[src/rtl/udp_payload_extractor.sv]
// Pops accepted frames from the UDP filter's FWFT FIFO, strips the 42-byte
// Ethernet/IPv4/UDP header and streams the byte-realigned UDP payload on AXIS.
module udp_payload_extractor #(
  parameter int DATA_WIDTH = 64
) (
  input  logic                  clk_i,
  input  logic                  s_rst_i,
  input  logic                  frame_valid_i,
  output logic                  fifo_rd_en_o,
  input  logic [DATA_WIDTH-1:0] fifo_data_i,
  input  logic                  fifo_empty_i,
  output logic [DATA_WIDTH-1:0] m_axis_tdata_o,
  output logic [7:0]            m_axis_tkeep_o,
  output logic                  m_axis_tlast_o,
  output logic                  m_axis_tvalid_o,
  input  logic                  m_axis_tready_i,
  output logic                  len_err_o,
  output logic [15:0]           frame_cnt_o
);

  localparam int HDR_BYTES = 42;
  localparam logic [2:0] LAST_HDR_BEAT = 3'(HDR_BYTES / 8);
  localparam logic [2:0] LEN_BEAT      = 3'(HDR_BYTES / 8 - 1);

  if (DATA_WIDTH != 64) begin : g_bad_width
    $error("udp_payload_extractor supports DATA_WIDTH=64 only");
  end

  typedef enum logic [2:0] {IDLE, HDR, PAY, DRAIN, WAIT_CLR} state_t;

  state_t      state;
  logic [2:0]  beat_cnt;
  logic [15:0] rem;
  logic [47:0] hold;
  logic        out_free;
  logic [15:0] udp_len;

  // Header is 42 bytes, so payload byte 0 sits at bits [63:16] of beat 5.
  assign out_free = !m_axis_tvalid_o || m_axis_tready_i;
  assign udp_len  = {fifo_data_i[55:48], fifo_data_i[63:56]};

  function automatic logic [7:0] keep_for(input logic [15:0] n);
    if (n >= 16'd8) begin
      keep_for = 8'hFF;
    end else begin
      keep_for = 8'hFF >> (4'd8 - 4'(n));
    end
  endfunction

  // FWFT pop: the head word is consumed in the same cycle it is used.
  always_comb begin
    fifo_rd_en_o = 1'b0;
    case (state)
      HDR, DRAIN: fifo_rd_en_o = !fifo_empty_i;
      PAY:        fifo_rd_en_o = out_free && !fifo_empty_i && (rem > 16'd6);
      default:    fifo_rd_en_o = 1'b0;
    endcase
  end

  always_ff @(posedge clk_i) begin
    if (s_rst_i) begin
      state           <= IDLE;
      beat_cnt        <= 3'd0;
      rem             <= 16'd0;
      hold            <= 48'd0;
      m_axis_tdata_o  <= 64'd0;
      m_axis_tkeep_o  <= 8'd0;
      m_axis_tlast_o  <= 1'b0;
      m_axis_tvalid_o <= 1'b0;
      len_err_o       <= 1'b0;
      frame_cnt_o     <= 16'd0;
    end else begin
      len_err_o <= 1'b0;
      if (m_axis_tvalid_o && m_axis_tready_i) begin
        m_axis_tvalid_o <= 1'b0;
        if (m_axis_tlast_o) begin
          frame_cnt_o <= frame_cnt_o + 16'd1;
        end
      end
      case (state)
        IDLE: begin
          if (frame_valid_i && !fifo_empty_i) begin
            state    <= HDR;
            beat_cnt <= 3'd0;
          end
        end
        HDR: begin
          if (fifo_empty_i) begin
            len_err_o <= 1'b1;
            state     <= WAIT_CLR;
          end else begin
            beat_cnt <= beat_cnt + 3'd1;
            if (beat_cnt == LEN_BEAT) begin
              rem <= udp_len - 16'd8;
              if (udp_len < 16'd8) begin
                len_err_o <= 1'b1;
                state     <= DRAIN;
              end else if (udp_len == 16'd8) begin
                state <= DRAIN;
              end
            end else if (beat_cnt == LAST_HDR_BEAT) begin
              hold  <= fifo_data_i[63:16];
              state <= PAY;
            end
          end
        end
        PAY: begin
          if (out_free) begin
            m_axis_tvalid_o <= 1'b1;
            if (rem <= 16'd6) begin
              // Remaining bytes already sit in hold.
              m_axis_tdata_o <= {16'd0, hold};
              m_axis_tkeep_o <= keep_for(rem);
              m_axis_tlast_o <= 1'b1;
              state          <= DRAIN;
            end else if (fifo_empty_i) begin
              m_axis_tdata_o <= {16'd0, hold};
              m_axis_tkeep_o <= 8'h3F;
              m_axis_tlast_o <= 1'b1;
              len_err_o      <= 1'b1;
              state          <= DRAIN;
            end else begin
              m_axis_tdata_o <= {fifo_data_i[15:0], hold};
              hold           <= fifo_data_i[63:16];
              if (rem <= 16'd8) begin
                m_axis_tkeep_o <= keep_for(rem);
                m_axis_tlast_o <= 1'b1;
                state          <= DRAIN;
              end else begin
                m_axis_tkeep_o <= 8'hFF;
                m_axis_tlast_o <= 1'b0;
                rem            <= rem - 16'd8;
              end
            end
          end
        end
        DRAIN: begin
          if (fifo_empty_i) begin
            state <= WAIT_CLR;
          end
        end
        WAIT_CLR: begin
          if (!frame_valid_i) begin
            state <= IDLE;
          end
        end
        default: state <= IDLE;
      endcase
    end
  end

endmodule

[config.mk]
export PLATFORM = sky130hd
export DESIGN_NAME = udp_payload_extractor
export DESIGN_NICKNAME = d
export VERILOG_FILES = /design/src/rtl/udp_payload_extractor.sv
export SDC_FILE = /design/constraint.sdc
export NUM_CORES = 1
export LEC_CHECK = 0
export ABC_AREA = 0
export CAP_MARGIN = 20
export CELL_PAD_IN_SITES_DETAIL_PLACEMENT = 1
export CELL_PAD_IN_SITES_GLOBAL_PLACEMENT = 1
export CORE_MARGIN = 10
export CORE_UTILIZATION = 35
export CTS_CLUSTER_DIAMETER = 30
export DETAILED_ROUTE_END_ITERATION = 6
export PLACE_DENSITY_LB_ADDON = 0.15
export SETUP_SLACK_MARGIN = 0.5
export SYNTH_ARGS = -nofsm -noshare
export SYNTH_HDL_FRONTEND = slang
export SYNTH_SLANG_ARGS = --single-unit
export TNS_END_PERCENT = 100
[constraint.sdc]
create_clock -name clk_i -period 4.6 [get_ports clk_i]
set_input_delay 0.92 -clock clk_i [delete_from_list [all_inputs] [get_ports clk_i]]
set_output_delay 0.92 -clock clk_i [all_outputs]
set_load 0.1 [all_outputs]
==> key figures <==
Run status
  • Status: complete, no violations

Cells and area
  • Filler cells: 2175
  • Final #Nets: 1014
  • Count of inserted antenna diode cells: 0
  • Multi-input gate area: 3198 um2
  • Fin cells: between 1000 and 1500
  • Share of layout cells above drive strength 1: 5.503%
  • Area Growth Syn to Fin: 35.70%
  • Register cell area after layout: roughly 3200 um2

Clock network
  • Number of setup buffers added after CTS: 0
  • Clock tree from TritonCTS: done
  • Clock latency at the later pin of the worst-skew pair: approximately 0.43 ns
  • # hold bufs at CTS: 0
  • Count of H-tree levels built during CTS: 4
  • Maximum clock path buffer count: 2
  • Register clock-pin slew on the reported worst setup and hold paths: 0.07 ns
  • Number of gates given a new drive strength after cts: 0
  • Number of buffers created by CTS: 17
  • Total number of clock tree sinks: 161
  • CTS root buf: sky130_fd_sc_hd__clkbuf_16

Synth
  • Ranking of synthesized cells by area: sky130_fd_sc_hd__dfxtp_1 48%, sky130_fd_sc_hd__nand2_1 7.6%, sky130_fd_sc_hd__mux2i_1 7.4%
  • Most frequent cell after synthesis: sky130_fd_sc_hd__dfxtp_1
  • Synth Net Count: 875
  • Top cells by count, synth: 161 x sky130_fd_sc_hd__dfxtp_1, 134 x sky130_fd_sc_hd__nand2_1, 116 x sky130_fd_sc_hd__nor2_1
  • Predominant post-synthesis flop cell: sky130_fd_sc_hd__dfxtp_1
  • Mapped Avg Cell Area: ~8.4 um2
  • Mapped cell area: 6659 um2
  • Synth top area share: 48.40%
  • Yosys synthesis warning count: 0
  • Number of standard cells after synthesis: about 800
  • Count of distinct cell types in the synthesized netlist: 48
  • Share of flip-flops with an asynchronous set or reset: 0%
  • Share of the yosys chip area belonging to registers: between 40% and 50%
  • Synthesis-stage register bit count: between 150 and 200
  • Number of enable-type register cells in the synthesized netlist: 0
  • Library cell with the largest summed area after synthesis: sky130_fd_sc_hd__dfxtp_1

Critical path
  • Beginning of the worst register-to-register path: rem[5]
  • Cells along the critical path: nor4_1, nand2_1, o31ai_1, a21oi_1, buf_12
  • Worst endpoint required time: 3.68 ns
  • Category of the worst setup path capture point: primary output
  • Worst path top cell family by delay: simple AND/OR/NAND/NOR gates
  • Crit Path Category: reg -> out
  • CP Buf/Inv Count: 1
  • CP startpoint kind: flop
  • Slowest library cell on the worst path: sky130_fd_sc_hd__o31ai_1
  • Startpoint of the worst setup timing path: rem[5]
  • Critical Path Fanout Max: 6
  • Biggest cell delay along the critical path: 0.71 ns
  • Arrival time of the worst setup path: 2.92 ns

Drt
  • Per-cell routed wire length: 18.49 um
  • Post-route DRC: 0
  • WL final: ~22000 um
  • Vias per cell: between 5 and 6
  • Post-route antenna net violation count: 0
  • Via count: 6080
  • Pre-antenna DRT Iters: 4
  • DR iter-0 viols: 345

Pwr
  • Internal power: 2.299 mW
  • P_leak: roughly 3 nW
  • Fraction of power consumed by combinational cells: 10.3%
  • Switching part of the total power: 27.60%
  • Worst supply voltage drop on vdd: 0.2520 mV
  • P per Cell Area: 351.5 nW/um2
  • Power dissipated by switching net loads: 876.4 uW
  • Proportion of power drawn by the clock network: 44.9%
  • Post-route total power: 3.176 mW
  • Portion of total power attributed to sequential cells: between 40% and 50%

Floorplan
  • Die area: 24940 um2
  • Number of top-level pins: 161
  • Overall die width: between 150 and 200 um
  • Total number of placement rows: 50
  • Die height: 157.9 um
  • Total core area: about 19000 um2
  • Starting utilization of the core area: 35.60%

Timing
  • Highest Clock Rate: 260.4 MHz
  • Worst slew slack as a fraction of its limit: 29.13%
  • Fin crit period: 3.841 ns
  • Final clock skew: 0.01256 ns
  • Sum Neg Setup Slack: 0 ns
  • Count of pins over their slew limit: 0
  • Period utilisation layout: 83.49%
  • Count of final hold-check violations: 0
  • RSZ-0062 raised after global routing: false
  • Slew @ Worst Pin: 1.060 ns
  • Setup-violating endpoint count in the final report: 0

Min path
  • Hold Crit Class: reg -> reg
  • Startpoint of the tightest hold check path: hold[4]

Global routing
  • Largest net degree at the start of global routing: 89
  • Number of antenna violations at the first check in global routing: 0
  • Wire length of the first global-routing pass: 34870 um
  • Total grt overflow: 0
  • Combined global-route utilization of all metal layers: roughly 17%
  • Vias in the first global route: 6621

Run
  • Max capacitance violation total: 0

Place
  • Count of placed standard cells including taps: 1148
  • Detailed-placement wirelength estimate: 15490 um
  • Final RePlAce weighted congestion: between 0.8 and 0.9
  • Number of I/O port buffers: 160
## flip-flops by register name (all words and copies together) (netlist names)
signal           flops
beat_cnt             3
frame_cnt_o         16
hold                48
len_err_o            1
m_axis_tdata_o      64
m_axis_tkeep_o       8
m_axis_tlast_o       1
m_axis_tvalid_o      1
rem                 16
state                3
## metal layers
layer | routed length [um] | global-route usage (%) | vias to the layer above | part of all wire [%]
li1 | - | - | 2963 | -
met1 | 9137 | 19.52 | 2988 | 42
met2 | 10940 | 30.40 | 114 | 50
met3 | 1505 | 6.513 | 15 | 6.9
met4 | 215 | 4.676 | 0 | 0.99
met5 | 0 | 0 | - | 0
## tightest hold or removal path, delay by kind of cell (launching register included)
family,cells,cell delay (ns)
flip-flops,1,0.31
AND/OR/NAND/NOR,1,0.05
AO/OA/AOI/OAI,1,0.05
## final timing paths
path                             to  slack [ns]  cells past startpoint
setup / recovery       fifo_rd_en_o        0.76                      5
hold / removal    m_axis_tdata_o[4]        0.45                      2
setup reg to reg           hold[27]        1.50                      7
hold reg to reg   m_axis_tdata_o[4]        0.45                      2
## cell families after synthesis
group	share of synthesized area [%]
and+or+nand+nor	21.80
DFF	48.40
muxes	7.366
buffers and inverters	3.890
adders and majority gates	2.255
xor gates and xnor gates	3.157
AOI/OAI and AO/OA	13.13
## power by group through the flow
stage / Combinational, mW / Clock (mW) / Sequential [mW]
after global placement: 0.320 / 0 / 1.45
final: 0.327 / 1.43 / 1.42
after CTS: 0.331 / 1.46 / 1.42
after detailed placement: 0.328 / 0 / 1.46
after global routing: 0.351 / 1.52 / 1.43
after floorplan: 0.141 / 0 / 1.50
## layout make-up
cell class / instances / share of cell area, %
timing repair buffer: 168 / 18.61
tap: 234 / 3.240
clock buffer: 18 / 4.860
inverter: 16 / 0.6646
sequential: 161 / 35.67
multi-input combinational: 569 / 35.39
clock inverter: 13 / 1.565
## per-stage QoR
| stage | area, um2 | hold slack (ns) | utilization [%] | worst slack [ns] |
|---|---|---|---|---|
| floorplan | 6659 | 0.4313 | - | 0.8898 |
| global placement | 8456 | 0.4338 | 45.20 | 1.120 |
| global route | 9036 | 0.4736 | 48.31 | 0.5548 |
| finish | 9036 | 0.4512 | 48.31 | 0.7594 |
| CTS | 9036 | 0.4575 | 48.31 | 0.7506 |
| detailed placement | 8456 | 0.4476 | 45.20 | 1.086 |
## placed cells by master (no fill, tap or decap), types with 17 or more instances in the layout
cell type	netlist	final
sky130_fd_sc_hd__a21oi_1	85	84
sky130_fd_sc_hd__o21ai_0	26	26
sky130_fd_sc_hd__nand2_1	134	133
sky130_fd_sc_hd__nor3_1	19	19
sky130_fd_sc_hd__nor2_1	116	115
sky130_fd_sc_hd__clkbuf_16	0	17
sky130_fd_sc_hd__dfxtp_1	161	161
sky130_fd_sc_hd__mux2i_1	49	49
sky130_fd_sc_hd__clkdlybuf4s50_1	0	158
(Power assumes the default switching activity.)
